===== config.mk =====
export PLATFORM = sky130hd
export DESIGN_NAME = pattern_scan_ctrl
export DESIGN_NICKNAME = d
export VERILOG_FILES = /design/src/rtl/pattern_scan_pkg.sv /design/src/rtl/pattern_match_core.sv /design/src/rtl/pattern_scan_ctrl.sv
export SDC_FILE = /design/constraint.sdc
export NUM_CORES = 1
export LEC_CHECK = 0
export ABC_AREA = 1
export CORE_UTILIZATION = 57
export CTS_BUF_LIST = sky130_fd_sc_hd__clkbuf_2 sky130_fd_sc_hd__clkbuf_4 sky130_fd_sc_hd__clkbuf_8
export CTS_CLUSTER_DIAMETER = 60
export CTS_CLUSTER_SIZE = 28
export DETAILED_ROUTE_END_ITERATION = 10
export MAX_ROUTING_LAYER = met4
export PLACE_DENSITY = 0.86
export SKIP_LAST_GASP = 1
export SLEW_MARGIN = 20
export SYNTH_ARGS = -nofsm -noshare
export SYNTH_HDL_FRONTEND = slang
export SYNTH_HIERARCHICAL = 1
export SYNTH_SLANG_ARGS = --single-unit

===== constraint.sdc =====
create_clock -name clk -period 2.19 [get_ports clk]
set_clock_uncertainty 0.1 [all_clocks]
set_input_delay 0.5475 -clock clk [delete_from_list [all_inputs] [get_ports clk]]
set_output_delay 0.5475 -clock clk [all_outputs]
set_load 0.02 [all_outputs]

===== src/rtl/pattern_scan_pkg.sv =====
// rtl/pattern_scan_pkg.sv - shared types, defaults and width helper for the pattern scan controller
package pattern_scan_pkg;

  // Default geometry of the scanner
  localparam int WORD_W_DEF  = 8;
  localparam int PAT_MAX_DEF = 8;
  localparam int CNT_W_DEF   = 8;

  // Controller states
  typedef enum logic [1:0] {
    ST_IDLE   = 2'd0,
    ST_ACCEPT = 2'd1,
    ST_SHIFT  = 2'd2,
    ST_DONE   = 2'd3
  } scan_state_e;

  // Width needed to hold a pattern length in the range 0..pat_max
  function automatic int len_w(input int pat_max);
    return $clog2(pat_max + 1);
  endfunction

endpackage


===== src/rtl/pattern_match_core.sv =====
// rtl/pattern_match_core.sv - programmable serial pattern matcher with fill tracking and overlap control
module pattern_match_core
  import pattern_scan_pkg::*;
#(
  parameter int PAT_MAX = PAT_MAX_DEF,
  parameter int LEN_W   = len_w(PAT_MAX_DEF)
) (
  input  logic               clk,
  input  logic               reset_n,
  input  logic               clear,
  input  logic               bit_valid,
  input  logic               bit_in,
  input  logic [PAT_MAX-1:0] pattern,
  input  logic [LEN_W-1:0]   len,
  input  logic               overlap,
  output logic               match
);

  logic [PAT_MAX-1:0] hist_q;
  logic [PAT_MAX-1:0] hist_d;
  logic [LEN_W-1:0]   fill_q;
  logic [LEN_W-1:0]   fill_inc;
  logic [LEN_W-1:0]   fill_d;
  logic [PAT_MAX-1:0] len_mask;
  logic               hit;
  logic               match_q;
  logic               match_d;

  // Next history/fill and the masked compare that includes the incoming bit
  always_comb begin
    hist_d   = (hist_q << 1) | PAT_MAX'(bit_in);
    fill_inc = (fill_q >= LEN_W'(PAT_MAX)) ? LEN_W'(PAT_MAX) : fill_q + LEN_W'(1);
    len_mask = '0;
    for (int i = 0; i < PAT_MAX; i++) begin
      len_mask[i] = (i < int'(len));
    end
    hit     = (fill_inc >= len) && (((hist_d ^ pattern) & len_mask) == '0);
    fill_d  = (hit && !overlap) ? '0 : fill_inc;
    match_d = bit_valid && hit;
  end

  // History, fill and registered match; clear wipes all state at frame start
  always_ff @(posedge clk or negedge reset_n) begin
    if (!reset_n) begin
      hist_q  <= '0;
      fill_q  <= '0;
      match_q <= 1'b0;
    end else if (clear) begin
      hist_q  <= '0;
      fill_q  <= '0;
      match_q <= 1'b0;
    end else begin
      match_q <= match_d;
      if (bit_valid) begin
        hist_q <= hist_d;
        fill_q <= fill_d;
      end
    end
  end

  assign match = match_q;

endmodule


===== src/rtl/pattern_scan_ctrl.sv =====
// rtl/pattern_scan_ctrl.sv - frame controller: word handshake, MSB-first serialization, match counting
module pattern_scan_ctrl
  import pattern_scan_pkg::*;
#(
  parameter int WORD_W  = WORD_W_DEF,
  parameter int PAT_MAX = PAT_MAX_DEF,
  parameter int CNT_W   = CNT_W_DEF
) (
  input  logic                        clk,
  input  logic                        reset_n,
  input  logic                        start,
  input  logic [PAT_MAX-1:0]          cfg_pattern,
  input  logic [len_w(PAT_MAX)-1:0]   cfg_len,
  input  logic                        cfg_overlap,
  input  logic                        in_valid,
  input  logic [WORD_W-1:0]           in_data,
  input  logic                        in_last,
  output logic                        in_ready,
  output logic                        busy,
  output logic                        match,
  output logic [CNT_W-1:0]            match_count,
  output logic                        done,
  output logic                        err
);

  localparam int LEN_W  = len_w(PAT_MAX);
  localparam int BCNT_W = $clog2(WORD_W + 1);

  scan_state_e        state_q, state_d;
  logic [WORD_W-1:0]  word_q, word_d;
  logic               last_q, last_d;
  logic [BCNT_W-1:0]  bitcnt_q, bitcnt_d;
  logic [PAT_MAX-1:0] pat_q, pat_d;
  logic [LEN_W-1:0]   len_q, len_d;
  logic               ovl_q, ovl_d;
  logic               rej_q, rej_d;
  logic [CNT_W-1:0]   cnt_q, cnt_d;

  logic               cfg_ok;
  logic               core_clear;
  logic               bit_valid;
  logic               core_match;

  assign cfg_ok = (cfg_len != '0) && (cfg_len <= LEN_W'(PAT_MAX));

  // State and datapath registers
  always_ff @(posedge clk or negedge reset_n) begin
    if (!reset_n) begin
      state_q  <= ST_IDLE;
      word_q   <= '0;
      last_q   <= 1'b0;
      bitcnt_q <= '0;
      pat_q    <= '0;
      len_q    <= '0;
      ovl_q    <= 1'b0;
      rej_q    <= 1'b0;
      cnt_q    <= '0;
    end else begin
      state_q  <= state_d;
      word_q   <= word_d;
      last_q   <= last_d;
      bitcnt_q <= bitcnt_d;
      pat_q    <= pat_d;
      len_q    <= len_d;
      ovl_q    <= ovl_d;
      rej_q    <= rej_d;
      cnt_q    <= cnt_d;
    end
  end

  // Next-state, datapath updates and handshake/status outputs
  always_comb begin
    state_d    = state_q;
    word_d     = word_q;
    last_d     = last_q;
    bitcnt_d   = bitcnt_q;
    pat_d      = pat_q;
    len_d      = len_q;
    ovl_d      = ovl_q;
    rej_d      = rej_q;
    cnt_d      = cnt_q;
    core_clear = 1'b0;
    bit_valid  = 1'b0;
    in_ready   = 1'b0;
    busy       = 1'b0;
    done       = 1'b0;
    err        = 1'b0;

    // The registered match trails the shift by one edge, so the count catches up one cycle later
    if (core_match && (cnt_q != '1)) begin
      cnt_d = cnt_q + CNT_W'(1);
    end

    unique case (state_q)
      ST_IDLE: begin
        if (start) begin
          cnt_d = '0;
          if (cfg_ok) begin
            pat_d      = cfg_pattern;
            len_d      = cfg_len;
            ovl_d      = cfg_overlap;
            rej_d      = 1'b0;
            core_clear = 1'b1;
            state_d    = ST_ACCEPT;
          end else begin
            rej_d   = 1'b1;
            state_d = ST_DONE;
          end
        end
      end
      ST_ACCEPT: begin
        in_ready = 1'b1;
        busy     = 1'b1;
        if (in_valid) begin
          word_d   = in_data;
          last_d   = in_last;
          bitcnt_d = BCNT_W'(WORD_W);
          state_d  = ST_SHIFT;
        end
      end
      ST_SHIFT: begin
        busy      = 1'b1;
        bit_valid = 1'b1;
        word_d    = word_q << 1;
        bitcnt_d  = bitcnt_q - BCNT_W'(1);
        if (bitcnt_q == BCNT_W'(1)) begin
          state_d = last_q ? ST_DONE : ST_ACCEPT;
        end
      end
      ST_DONE: begin
        busy    = !rej_q;
        done    = 1'b1;
        err     = rej_q;
        state_d = ST_IDLE;
      end
      default: begin
        state_d = ST_IDLE;
      end
    endcase
  end

  pattern_match_core #(
    .PAT_MAX (PAT_MAX),
    .LEN_W   (LEN_W)
  ) u_core (
    .clk       (clk),
    .reset_n   (reset_n),
    .clear     (core_clear),
    .bit_valid (bit_valid),
    .bit_in    (word_q[WORD_W-1]),
    .pattern   (pat_q),
    .len       (len_q),
    .overlap   (ovl_q),
    .match     (core_match)
  );

  assign match       = core_match;
  assign match_count = cnt_q;

endmodule


-- Word level (Yosys, flattened, before mapping)
Index checks and enable logic that the tools add are counted.
- flip-flop bits (word level): 49
- bits of input ports: 26
- output and inout bits: 13
- word-level logic and storage cells: 84
- $add $sub $neg: 3
- $lt $le $gt $ge: 11
- eq/ne operators: 8
- multiplexer cells: 29
- bitwise gates (word level): 3
- reductions and logical operators: 18
- operators by type and width (cell ; count):
    $mux 8 ; 4
    $mux 4 ; 5
    $lt 3x4->1 const A ; 4
    $pmux 8 s2 ; 1
    $mux 7 ; 2
    $mux 2 ; 5
    $mux 1 ; 9
    $add 8x1->8 const B ; 1
    $and 8x8->8 ; 1
    $logic_not 8->1 ; 1
    $lt 1x4->1 const A ; 2
    $lt 2x4->1 const A ; 2
    $ne 8x8->1 const B ; 1
    $or 8x1->8 ; 1
    $pmux 2 s4 ; 1
    $pmux 4 s2 ; 1
    $xor 8x8->8 ; 1
    $ne 2x2->1 const B ; 3
    $reduce_and 2->1 ; 3
    $reduce_and 3->1 ; 2
    $logic_and 1x1->1 ; 5
    $add 4x1->4 const B ; 1
    $eq 2x2->1 const B ; 2
    $eq 4x1->1 const B ; 1
    11 further kinds ; 13

-- Longest topological paths before layout
Gate-level depths: netlist of run 1.
- word-level depth: 9
- mapped depth: 13
- depth with buffers taken out: 12

-- Hierarchy
The synthesis of run 1 kept the hierarchy.
- by module, submodules not included (module ; times used ; cells an instance ; area each (sq um) ; seq. area each (sq um)):
    pattern_scan_ctrl ; 1 ; 233 ; 1888.1 ; 925.9
    pattern_match_core ; 1 ; 131 ; 907.1 ; 300.3

-- Worst setup path after synthesis of run 1
No wires, ideal clock.
- kind: flip-flop to flip-flop
- from: reg state_q[0]
- to: reg u_core.fill_q[0]
- library setup time: 0.116 ns
- arrival time: 1.766 ns
- required time: 1.974 ns
- slack: 0.207 ns
- stages on the path, launching flop included: 14
- buffers on the path: 2
- clock period less this slack: 1.983 ns
- cells stage by stage: dfrtp_1 inv_1 ha_1 nand2_2 inv_2 nand3_4 inv_4 buf_6 nor2_2 or2_1 buf_4 nor2_1 nand2_1 nand2_1
- cells in the longest elaborated chain, start to end: 3
- elaborated cells on any way between the ends: 6
- those cells by class: 1 x eq/ne; 3 x mux; 2 x reduce/logical
- RTL lines (element ; RTL line ; source):
    start, declared ; pattern_scan_ctrl.sv:29 ; scan_state_e state_q, state_d;
    start signal, assigned ; pattern_scan_ctrl.sv:59 ; state_q <= state_d;
    $logic_not 2->1 * ; pattern_scan_ctrl.sv:94 ; unique case (state_q)
    $mux 1 * ; pattern_scan_ctrl.sv:94 ;
    net core_clear ; pattern_scan_ctrl.sv:40 ; logic core_clear;
    $mux 4 / $reduce_bool 2->1 (equally long branches) ; n/a ;
    end signal, assigned ; pattern_match_core.sv:56 ; fill_q <= fill_d;
    end, declared ; pattern_match_core.sv:21 ; logic [LEN_W-1:0] fill_q;
Mark *: on every way through the listed nets, which the timed path passes. The rest lies on a longest branch.
A chain may end at the register's enable or synchronous reset.

-- Worst setup path after layout of run 1
- from: reg state_q[0]
- to: out err
- cells in the longest elaborated chain, start to end: 2
- RTL lines (element ; RTL line ; source):
    $eq 2x2->1 ; pattern_scan_ctrl.sv:94 ;
    $mux 1 ; pattern_scan_ctrl.sv:94 ;
    end, declared ; pattern_scan_ctrl.sv:23 ; output logic err
Every way passes these cells.

==> insert_results.sql, run 1 <==
INSERT INTO impl_metrics (metric_group, metric, value, unit) VALUES
('power_and_ir_drop', 'ir_drop', '0.764', 'mV'),
('routing', 'vias_per_cell', '4.93', ''),
('timing', 'slew_headroom', '0.820', ''),
('placement', 'port_buffers', '38', ''),
('global_routing', 'first_global_vias', '2307', ''),
('run', 'max_cap_viol_count', '0', ''),
('timing', 'finalCriticalPeriod', '2.08', 'ns'),
('logic_synthesis', 'synth_top_family_by_area', 'simple AND/OR/NAND/NOR gates', ''),
('logic_synthesis', 'yosys.area_share.adder', '0.0627', ''),
('final_layout', 'insertedDiodeCount', '0', ''),
('clock_network', 'cts_root_buf', 'sky130_fd_sc_hd__clkbuf_8', ''),
('routing', 'first_iter_violations', '110', ''),
('logic_synthesis', 'synth_compound_gate_area_share', '0.0810', ''),
('routing', 'firstDrtPassIters', '4', ''),
('timing', 'grt_setup_unrepaired', 'false', ''),
('routing', 'final_antenna_net_count', '0', ''),
('global_routing', 'grt_start_max_net_pins', '50', ''),
('power_and_ir_drop', 'power.density', '1320', 'nW/um2'),
('worst_setup_path', 'worst-endpoint-arrival', '1.44', 'ns'),
('logic_synthesis', 'synth_xor_xnor_area_share', '0.00627', ''),
('logic_synthesis', 'synth_seq_cells', '49', ''),
('logic_synthesis', 'synthesized_instance_count', '364', ''),
('clock_network', 'clock_transition_at_path_regs', '0.08', 'ns'),
('floorplanning', 'die_h', '72.0', 'um'),
('timing', 'pins_over_their_slew_limit', '0', ''),
('logic_synthesis', 'synth.yosys.seq_area_share', '0.439', ''),
('clock_network', 'number_of_buffers_created_by_cts', '5', ''),
('routing', 'route.vias.total', '2394', ''),
('global_routing', 'overflow', '0', ''),
('worst_setup_path', 'setup.worst_path.class', 'reg2out', ''),
('timing', 'worst-slew-pin-transition', '0.270', 'ns'),
('floorplanning', 'placement_rows', '25', ''),
('placement', 'final_weighted_congestion_in_routability_driven_placement', '0.847', ''),
('clock_network', 'clock_sink_count', '49', ''),
('logic_synthesis', 'netlist_cell_types', '33', ''),
('routing', 'remaining_drc_errors', '0', ''),
('worst_setup_path', 'worst_setup_path_end_kind', 'primary output', ''),
('logic_synthesis', 'mappedNetlistArea', '2800', 'um2'),
('final_layout', 'final.fill_count', '376', ''),
('floorplanning', 'core_area', '4720', 'um2'),
('floorplanning', 'die_x', '72.0', 'um'),
('routing', 'detail_route.wl_per_cell', '11.1', 'um'),
('clock_network', 'max-clock-path-buffers', '2', ''),
('timing', 'finalSetupViolations', '0', ''),
('outcome', 'result_of_the_run', 'complete, no violations', ''),
('power_and_ir_drop', 'report.power.total', '4.55', 'mW'),
('floorplanning', 'die_area', '5190', 'um2'),
('final_layout', 'finalNonFillerCells', '486', ''),
('final_layout', 'multi_input_gate_area', '1320', 'um2'),
('min_path', 'min_delay_path_class', 'in2async', ''),
('final_layout', 'layout-drive-gt1-share', '0.136', ''),
('global_routing', 'globalRouteTotalUtil', '0.247', ''),
('floorplanning', 'design.portCount', '39', ''),
('global_routing', 'grt_first_pass_wirelength', '9.74', 'mm'),
('clock_network', 'cts_tree', 'yes', ''),
('logic_synthesis', 'post_synth_and_or_nand_nor_area_fraction', '0.323', ''),
('routing', 'routed_wirelength', '5.42', 'mm'),
('logic_synthesis', 'synth.mux.area_fraction', '0', ''),
('timing', 'maxClockFrequency', '0.480', 'GHz'),
('timing', 'timing_hold_violations_final', '0', ''),
('worst_setup_path', 'cp_max_fo', '3', ''),
('placement', 'dp_cells', '479', ''),
('worst_setup_path', 'crit_path_start_kind', 'flop', ''),
('clock_network', 'htree_num_levels', '2', ''),
('final_layout', 'finalNetCount', '459', ''),
('final_layout', 'syn2layout_area_growth', '22.9', '%'),
('logic_synthesis', 'synth_warnings', '6', ''),
('placement', 'hpwl_detailed', '4.02', 'mm'),
('floorplanning', 'initial_utilization', '0.592', ''),
('logic_synthesis', 'syn_avg_cell_area', '7.68', 'um2'),
('power_and_ir_drop', 'power_leakage', '1.81', 'nW'),
('global_routing', 'initial_antenna_violation_count', '0', ''),
('logic_synthesis', 'synth.net_count', '404', ''),
('clock_network', 'clk_latency', '0.30', 'ns'),
('final_layout', 'flip_flop_and_latch_area', '1230', 'um2'),
('worst_setup_path', 'worst-endpoint-required', '1.54', 'ns'),
('timing', 'final.period_utilization', '0.951', '');
[what timing repair did]
item,CTS,global route
endpoints found under the setup margin,4,3
buffers inserted,0,0
gates resized for setup,4,4
hold buffers,0,0
pin swaps,0,0
[cell families (layout without fill, tap and decap cells)]
| family | Yosys count | in the layout |
|---|---|---|
| simple gates | 202 | 202 |
| compound gates | 39 | 39 |
| fa+ha+maj | 14 | 14 |
| flops | 49 | 49 |
| buf+inv | 58 | 113 |
| xor+xnor | 2 | 2 |
[worst max-delay path: stages (launching register included)]
cell                            delay, ns
sky130_fd_sc_hd__dfrtp_1             0.38
sky130_fd_sc_hd__buf_4               0.14
sky130_fd_sc_hd__ha_1                0.21
sky130_fd_sc_hd__nand2_1             0.07
sky130_fd_sc_hd__inv_1               0.03
sky130_fd_sc_hd__dlygate4sd2_1       0.30
[layout by cell type, fill, tap and decap left out, drive strengths merged, types with 4 or more instances in the layout]
cell / n
nand3: 19
clkbuf: 8
o22ai: 7
inv: 51
nor2: 34
nor3: 4
buf: 17
ha: 14
o21ai: 8
a21oi: 14
clkdlybuf4s50: 33
a31oi: 8
dfrtp: 49
nand2: 140
[path summary, 6_finish.rpt]
path	start	end	slack, ns	cells after the start
setup reg to reg	u_core/fill_q[0]$_DFFE_PN0P_	u_core/fill_q[0]$_DFFE_PN0P_	0.12	12
setup / recovery	state_q[0]$_DFFE_PN0P_	err	0.11	5
hold reg to reg	ovl_q$_DFFE_PN0P_	ovl_q$_DFFE_PN0P_	0.39	2
max in group asynchronous	reset_n	u_core/match$_DFF_PN0_	1.64	2
hold / removal	reset_n	pat_q[5]$_DFFE_PN0P_	0.12	2
min in group clk	ovl_q$_DFFE_PN0P_	ovl_q$_DFFE_PN0P_	0.39	2
[layout make-up]
class,instances,area share
Clock buffer,7,0.0262
Inverter,52,0.0576
Multi-Input combinational cell,257,0.385
Sequential cell,49,0.357
Tap cell,67,0.0244
Timing Repair Buffer,54,0.149
[metal layers]
metal | global-route usage | vias up | routed length, um
met5 | - | - | 0
li1 | - | 1242 | -
met2 | 0.398 | 38 | 2610
met3 | 0.0528 | 2 | 161
met4 | 0.0675 | 0 | 22
met1 | 0.319 | 1112 | 2620
[flip-flops by register name (all words and copies together) (netlist names)]
signal         flops
u_core/match       1
state_q            2
match_count        8
last_q             1
u_core/hist_q      7
ovl_q              1
bitcnt_q           4
pat_q              8
u_core/fill_q      4
len_q              4
rej_q              1
word_q             8
[cells in the mapped netlist]
library cell / instances / area [um2]
sky130_fd_sc_hd__nand2_1: 132 / 495
sky130_fd_sc_hd__dfrtp_1: 49 / 1230
sky130_fd_sc_hd__inv_1: 42 / 158
sky130_fd_sc_hd__nor2_1: 27 / 101
sky130_fd_sc_hd__nand3_1: 16 / 80.1
sky130_fd_sc_hd__ha_1: 14 / 175
sky130_fd_sc_hd__a21oi_1: 12 / 60.1
sky130_fd_sc_hd__a31oi_1: 8 / 50.1
sky130_fd_sc_hd__inv_2: 8 / 30.0
sky130_fd_sc_hd__nand2_2: 7 / 43.8
sky130_fd_sc_hd__o22ai_1: 7 / 43.8
sky130_fd_sc_hd__o21ai_0: 5 / 25.0
sky130_fd_sc_hd__nor2_4: 4 / 45.0
sky130_fd_sc_hd__nor3_1: 4 / 20.0
sky130_fd_sc_hd__buf_4: 3 / 22.5
sky130_fd_sc_hd__nor2_2: 3 / 18.8
sky130_fd_sc_hd__o21ai_1: 3 / 15.0
sky130_fd_sc_hd__a21oi_2: 2 / 17.5
sky130_fd_sc_hd__buf_6: 2 / 22.5
sky130_fd_sc_hd__nand3_2: 2 / 20.0
sky130_fd_sc_hd__nand3b_1: 2 / 15.0
sky130_fd_sc_hd__a21o_1: 1 / 7.51
sky130_fd_sc_hd__buf_2: 1 / 5.00
sky130_fd_sc_hd__clkinv_1: 1 / 3.75
sky130_fd_sc_hd__inv_4: 1 / 6.26
sky130_fd_sc_hd__nand2_4: 1 / 11.3
sky130_fd_sc_hd__nand3_4: 1 / 17.5
sky130_fd_sc_hd__nand4_1: 1 / 6.26
sky130_fd_sc_hd__nand4_4: 1 / 21.3
sky130_fd_sc_hd__o31ai_1: 1 / 7.51
sky130_fd_sc_hd__or2_1: 1 / 6.26
sky130_fd_sc_hd__xnor2_1: 1 / 8.76
sky130_fd_sc_hd__xor2_1: 1 / 8.76
[where the power goes]
group | switching [mW] | total, mW | internal (mW)
sequential | 0.286 | 1.56 | 1.28
combinational | 1.46 | 2.44 | 0.979
clock | 0.279 | 0.543 | 0.263
total | 2.03 | 4.55 | 2.52
[per-stage QoR]
step           setup TNS (ns)  hold slack, ns  setup slack [ns]  cell area, um2   util
6_report                    0           0.122             0.106            3430  0.727
4_1_cts               -0.0323           0.126           -0.0323            3430  0.727
3_5_place_dp            -1.65           0.377            -0.161            3350  0.709
5_1_grt                     0           0.136          0.000905            3430  0.727
3_3_place_gp           -0.978           0.366            -0.103            3350  0.709
2_1_floorplan               0           0.152             0.207            2800      -
Note: power is estimated with default switching activity, not from simulation.
==> run 2: changes to the inputs <==
--- a/config.mk
+++ b/config.mk
@@ -6,13 +6,13 @@
 export NUM_CORES = 1
 export LEC_CHECK = 0
 export ABC_AREA = 1
-export CORE_UTILIZATION = 57
+export CORE_UTILIZATION = 30
 export CTS_BUF_LIST = sky130_fd_sc_hd__clkbuf_2 sky130_fd_sc_hd__clkbuf_4 sky130_fd_sc_hd__clkbuf_8
 export CTS_CLUSTER_DIAMETER = 60
 export CTS_CLUSTER_SIZE = 28
 export DETAILED_ROUTE_END_ITERATION = 10
 export MAX_ROUTING_LAYER = met4
-export PLACE_DENSITY = 0.86
+export PLACE_DENSITY = 0.52
 export SKIP_LAST_GASP = 1
 export SLEW_MARGIN = 20
 export SYNTH_ARGS = -nofsm -noshare
==> run 2 against run 1 <==
The run now ends with design-rule violations left. Global-route usage is 11 points lower. Clock power is 2% lower. Core utilization is 33 points lower. Fmax is 0.32% lower. Non-clock buffer count is 7 higher. Combinational power is 3% higher.
==> insert_results.sql, run 2 (synthesis gave the netlist of run 1 again) <==
INSERT INTO impl_metrics (metric_group, metric, value, unit) VALUES
('routing', 'routed_wirelength', '5.89', 'mm'),
('timing', 'finalSetupViolations', '0', ''),
('clock_network', 'clock_sink_count', '49', ''),
('routing', 'vias_per_cell', '4.44', ''),
('placement', 'final_weighted_congestion_in_routability_driven_placement', '0.802', ''),
('worst_setup_path', 'worst-endpoint-required', '1.54', 'ns'),
('final_layout', 'syn2layout_area_growth', '26.1', '%'),
('worst_setup_path', 'cp_cell_sequence', 'clkdlybuf4s50_1', ''),
('worst_setup_path', 'worst_setup_path_end_kind', 'primary output', ''),
('routing', 'firstDrtPassIters', '7', ''),
('outcome', 'result_of_the_run', 'finished with violations', ''),
('timing', 'worst-slew-pin-transition', '0.461', 'ns'),
('worst_setup_path', 'setup.worst_path.class', 'reg2out', ''),
('routing', 'remaining_drc_errors', '2', ''),
('floorplanning', 'die_h', '98.5', 'um'),
('final_layout', 'insertedDiodeCount', '0', ''),
('clock_network', 'max-clock-path-buffers', '2', ''),
('clock_network', 'cts_root_buf', 'sky130_fd_sc_hd__clkbuf_8', ''),
('floorplanning', 'core_area', '8890', 'um2'),
('run', 'max_cap_viol_count', '0', ''),
('worst_setup_path', 'cp_delay_by_family_top', 'buffers and inverters', ''),
('global_routing', 'first_global_vias', '2237', ''),
('worst_setup_path', 'cp_max_fo', '9', ''),
('clock_network', 'clk_latency', '0.30', 'ns'),
('clock_network', 'cts_tree', 'yes', ''),
('timing', 'fin_hold_ws', '0.0885', 'ns'),
('worst_setup_path', 'r2r_end', 'u_core/fill_q[0]$_DFFE_PN0P_', ''),
('clock_network', 'number_of_buffers_created_by_cts', '5', ''),
('final_layout', 'finalNetCount', '466', ''),
('final_layout', 'final_util', '0.397', ''),
('final_layout', 'layout-drive-gt1-share', '0.155', ''),
('power_and_ir_drop', 'p_int', '2.57', 'mW'),
('timing', 'maxClockFrequency', '0.478', 'GHz'),
('timing', 'tns', '0', 'ns'),
('timing', 'grt_setup_unrepaired', 'true', ''),
('power_and_ir_drop', 'power.share.switching', '0.443', ''),
('min_path', 'min_delay_path_class', 'in2async', ''),
('power_and_ir_drop', 'power.density', '1310', 'nW/um2'),
('clock_network', 'cts.repair_timing.setup_buffer_count', '0', ''),
('routing', 'detail_route.wl_per_cell', '11.0', 'um'),
('clock_network', 'clock_transition_at_path_regs', '0.09', 'ns'),
('worst_setup_path', 'crit_path_start_kind', 'flop', ''),
('global_routing', 'overflow', '0', ''),
('placement', 'place_ws', '-0.255', 'ns'),
('final_layout', 'final_common_cell', 'sky130_fd_sc_hd__nand2_1', ''),
('worst_setup_path', 'rrSetupSlack', '0.20', 'ns'),
('placement', 'port_buffers', '38', ''),
('power_and_ir_drop', 'switchingPower', '2.05', 'mW'),
('floorplanning', 'placement_rows', '34', ''),
('floorplanning', 'initial_utilization', '0.314', ''),
('clock_network', 'holdBufCountCts', '0', ''),
('worst_setup_path', 'worst_path_max_delay_cell', 'sky130_fd_sc_hd__clkdlybuf4s50_1', ''),
('power_and_ir_drop', 'report.power.total', '4.62', 'mW'),
('worst_setup_path', 'ff2ff_path_depth', '12', ''),
('power_and_ir_drop', 'share_clk_of_total_power', '0.115', ''),
('routing', 'first_iter_violations', '74', ''),
('clock_network', 'htree_num_levels', '2', ''),
('worst_setup_path', 'worstPathBufferInverterCount', '1', ''),
('timing', 'finalCriticalPeriod', '2.09', 'ns'),
('timing', 'slew_headroom', '0.693', ''),
('power_and_ir_drop', 'power_leakage', '1.84', 'nW'),
('power_and_ir_drop', 'ir_drop', '0.472', 'mV'),
('power_and_ir_drop', 'p_comb_frac', '0.545', ''),
('global_routing', 'initial_antenna_violation_count', '0', ''),
('floorplanning', 'die_area', '9710', 'um2'),
('final_layout', 'commonest_cells_after_routing_fill_and_taps_aside', 'sky130_fd_sc_hd__nand2_1, sky130_fd_sc_hd__dfrtp_1, sky130_fd_sc_hd__inv_1', ''),
('timing', 'pins_over_their_slew_limit', '0', ''),
('global_routing', 'grt_start_max_net_pins', '22', ''),
('floorplanning', 'design.portCount', '39', ''),
('worst_setup_path', 'max_stage_delay', '0.66', 'ns'),
('timing', 'post-route-worst-setup-slack', '0.0998', 'ns'),
('timing', 'final.period_utilization', '0.954', ''),
('global_routing', 'grt_first_pass_wirelength', '10.3', 'mm'),
('outcome', 'failing_checks', 'design-rule violations', ''),
('placement', 'hpwl_detailed', '4.52', 'mm'),
('worst_setup_path', 'worstReg2RegStart', 'u_core/fill_q[0]$_DFFE_PN0P_', ''),
('global_routing', 'globalRouteTotalUtil', '0.136', ''),
('routing', 'final_antenna_net_count', '0', ''),
('worst_setup_path', 'worst-endpoint-arrival', '1.44', 'ns'),
('timing', 'timing_hold_violations_final', '0', ''),
('power_and_ir_drop', 'p_seq_frac', '0.340', ''),
('floorplanning', 'die_x', '98.5', 'um'),
('routing', 'route.vias.total', '2373', '');
==> run 2: cell count changes in the layout (fill, tap and decap cells not counted), sizes merged <==
cell	before	now
buf	17	24
clkbuf	8	9
clkinv	1	3
dlygate4sd2	3	1
==> run 2: worst max-delay path by stage <==
stage                           startpoint                      endpoint  slack (ns)  depth (start not counted)
global placement                cfg_len[1]  u_core/hist_q[0]$_DFFE_PN0P_       -0.21                          9
CTS                 state_q[0]$_DFFE_PN0P_                          busy        -0.1                          5
detailed placement              cfg_len[1]  u_core/hist_q[1]$_DFFE_PN0P_       -0.26                          9
global route        state_q[0]$_DFFE_PN0P_                          busy       -0.03                          5
floorplan           state_q[0]$_DFFE_PN0P_  u_core/fill_q[0]$_DFFE_PN0P_        0.21                         13
finish              u_core/match$_DFF_PN0_                         match         0.1                          1
==> run 2: what timing repair did <==
action,in CTS,in global routing
gates resized for setup,6,5
endpoints found under the setup margin,4,5
gates cloned,0,0
==> run 2: through the flow <==
stage / std cells / instance area (um2)
6_report: 535 / 3530
5_1_grt: 535 / 3530
4_1_cts: 535 / 3540
3_5_place_dp: 527 / 3450
3_3_place_gp: 527 / 3450
2_1_floorplan: 364 / 2800
==> run 2: area by class of cell <==
class                   count  area [um2]
flip-flops and latches     49        1230
clock inverters             2        10.0
fillers                   933        5370
inverters                  52         198
multi-input cells         257        1320
well taps                 108         135
clock buffers               6        76.3
repair buffers             61         557
==> run 2: layer usage <==
layer	GRT usage	share of wire
met1	0.167	0.49
met2	0.231	0.48
met3	0.0255	0.027
met4	0.0310	0.0087
met5	-	0
==> run 2: power groups by stage <==
stage	Clock [mW]	Sequential [mW]	Combinational, mW
6_report	0.532	1.57	2.52
5_1_grt	0.590	1.62	2.93
4_1_cts	0.569	1.57	2.57
3_5_place_dp	0	1.58	2.59
3_3_place_gp	0	1.58	2.54
2_1_floorplan	0	1.54	1.82
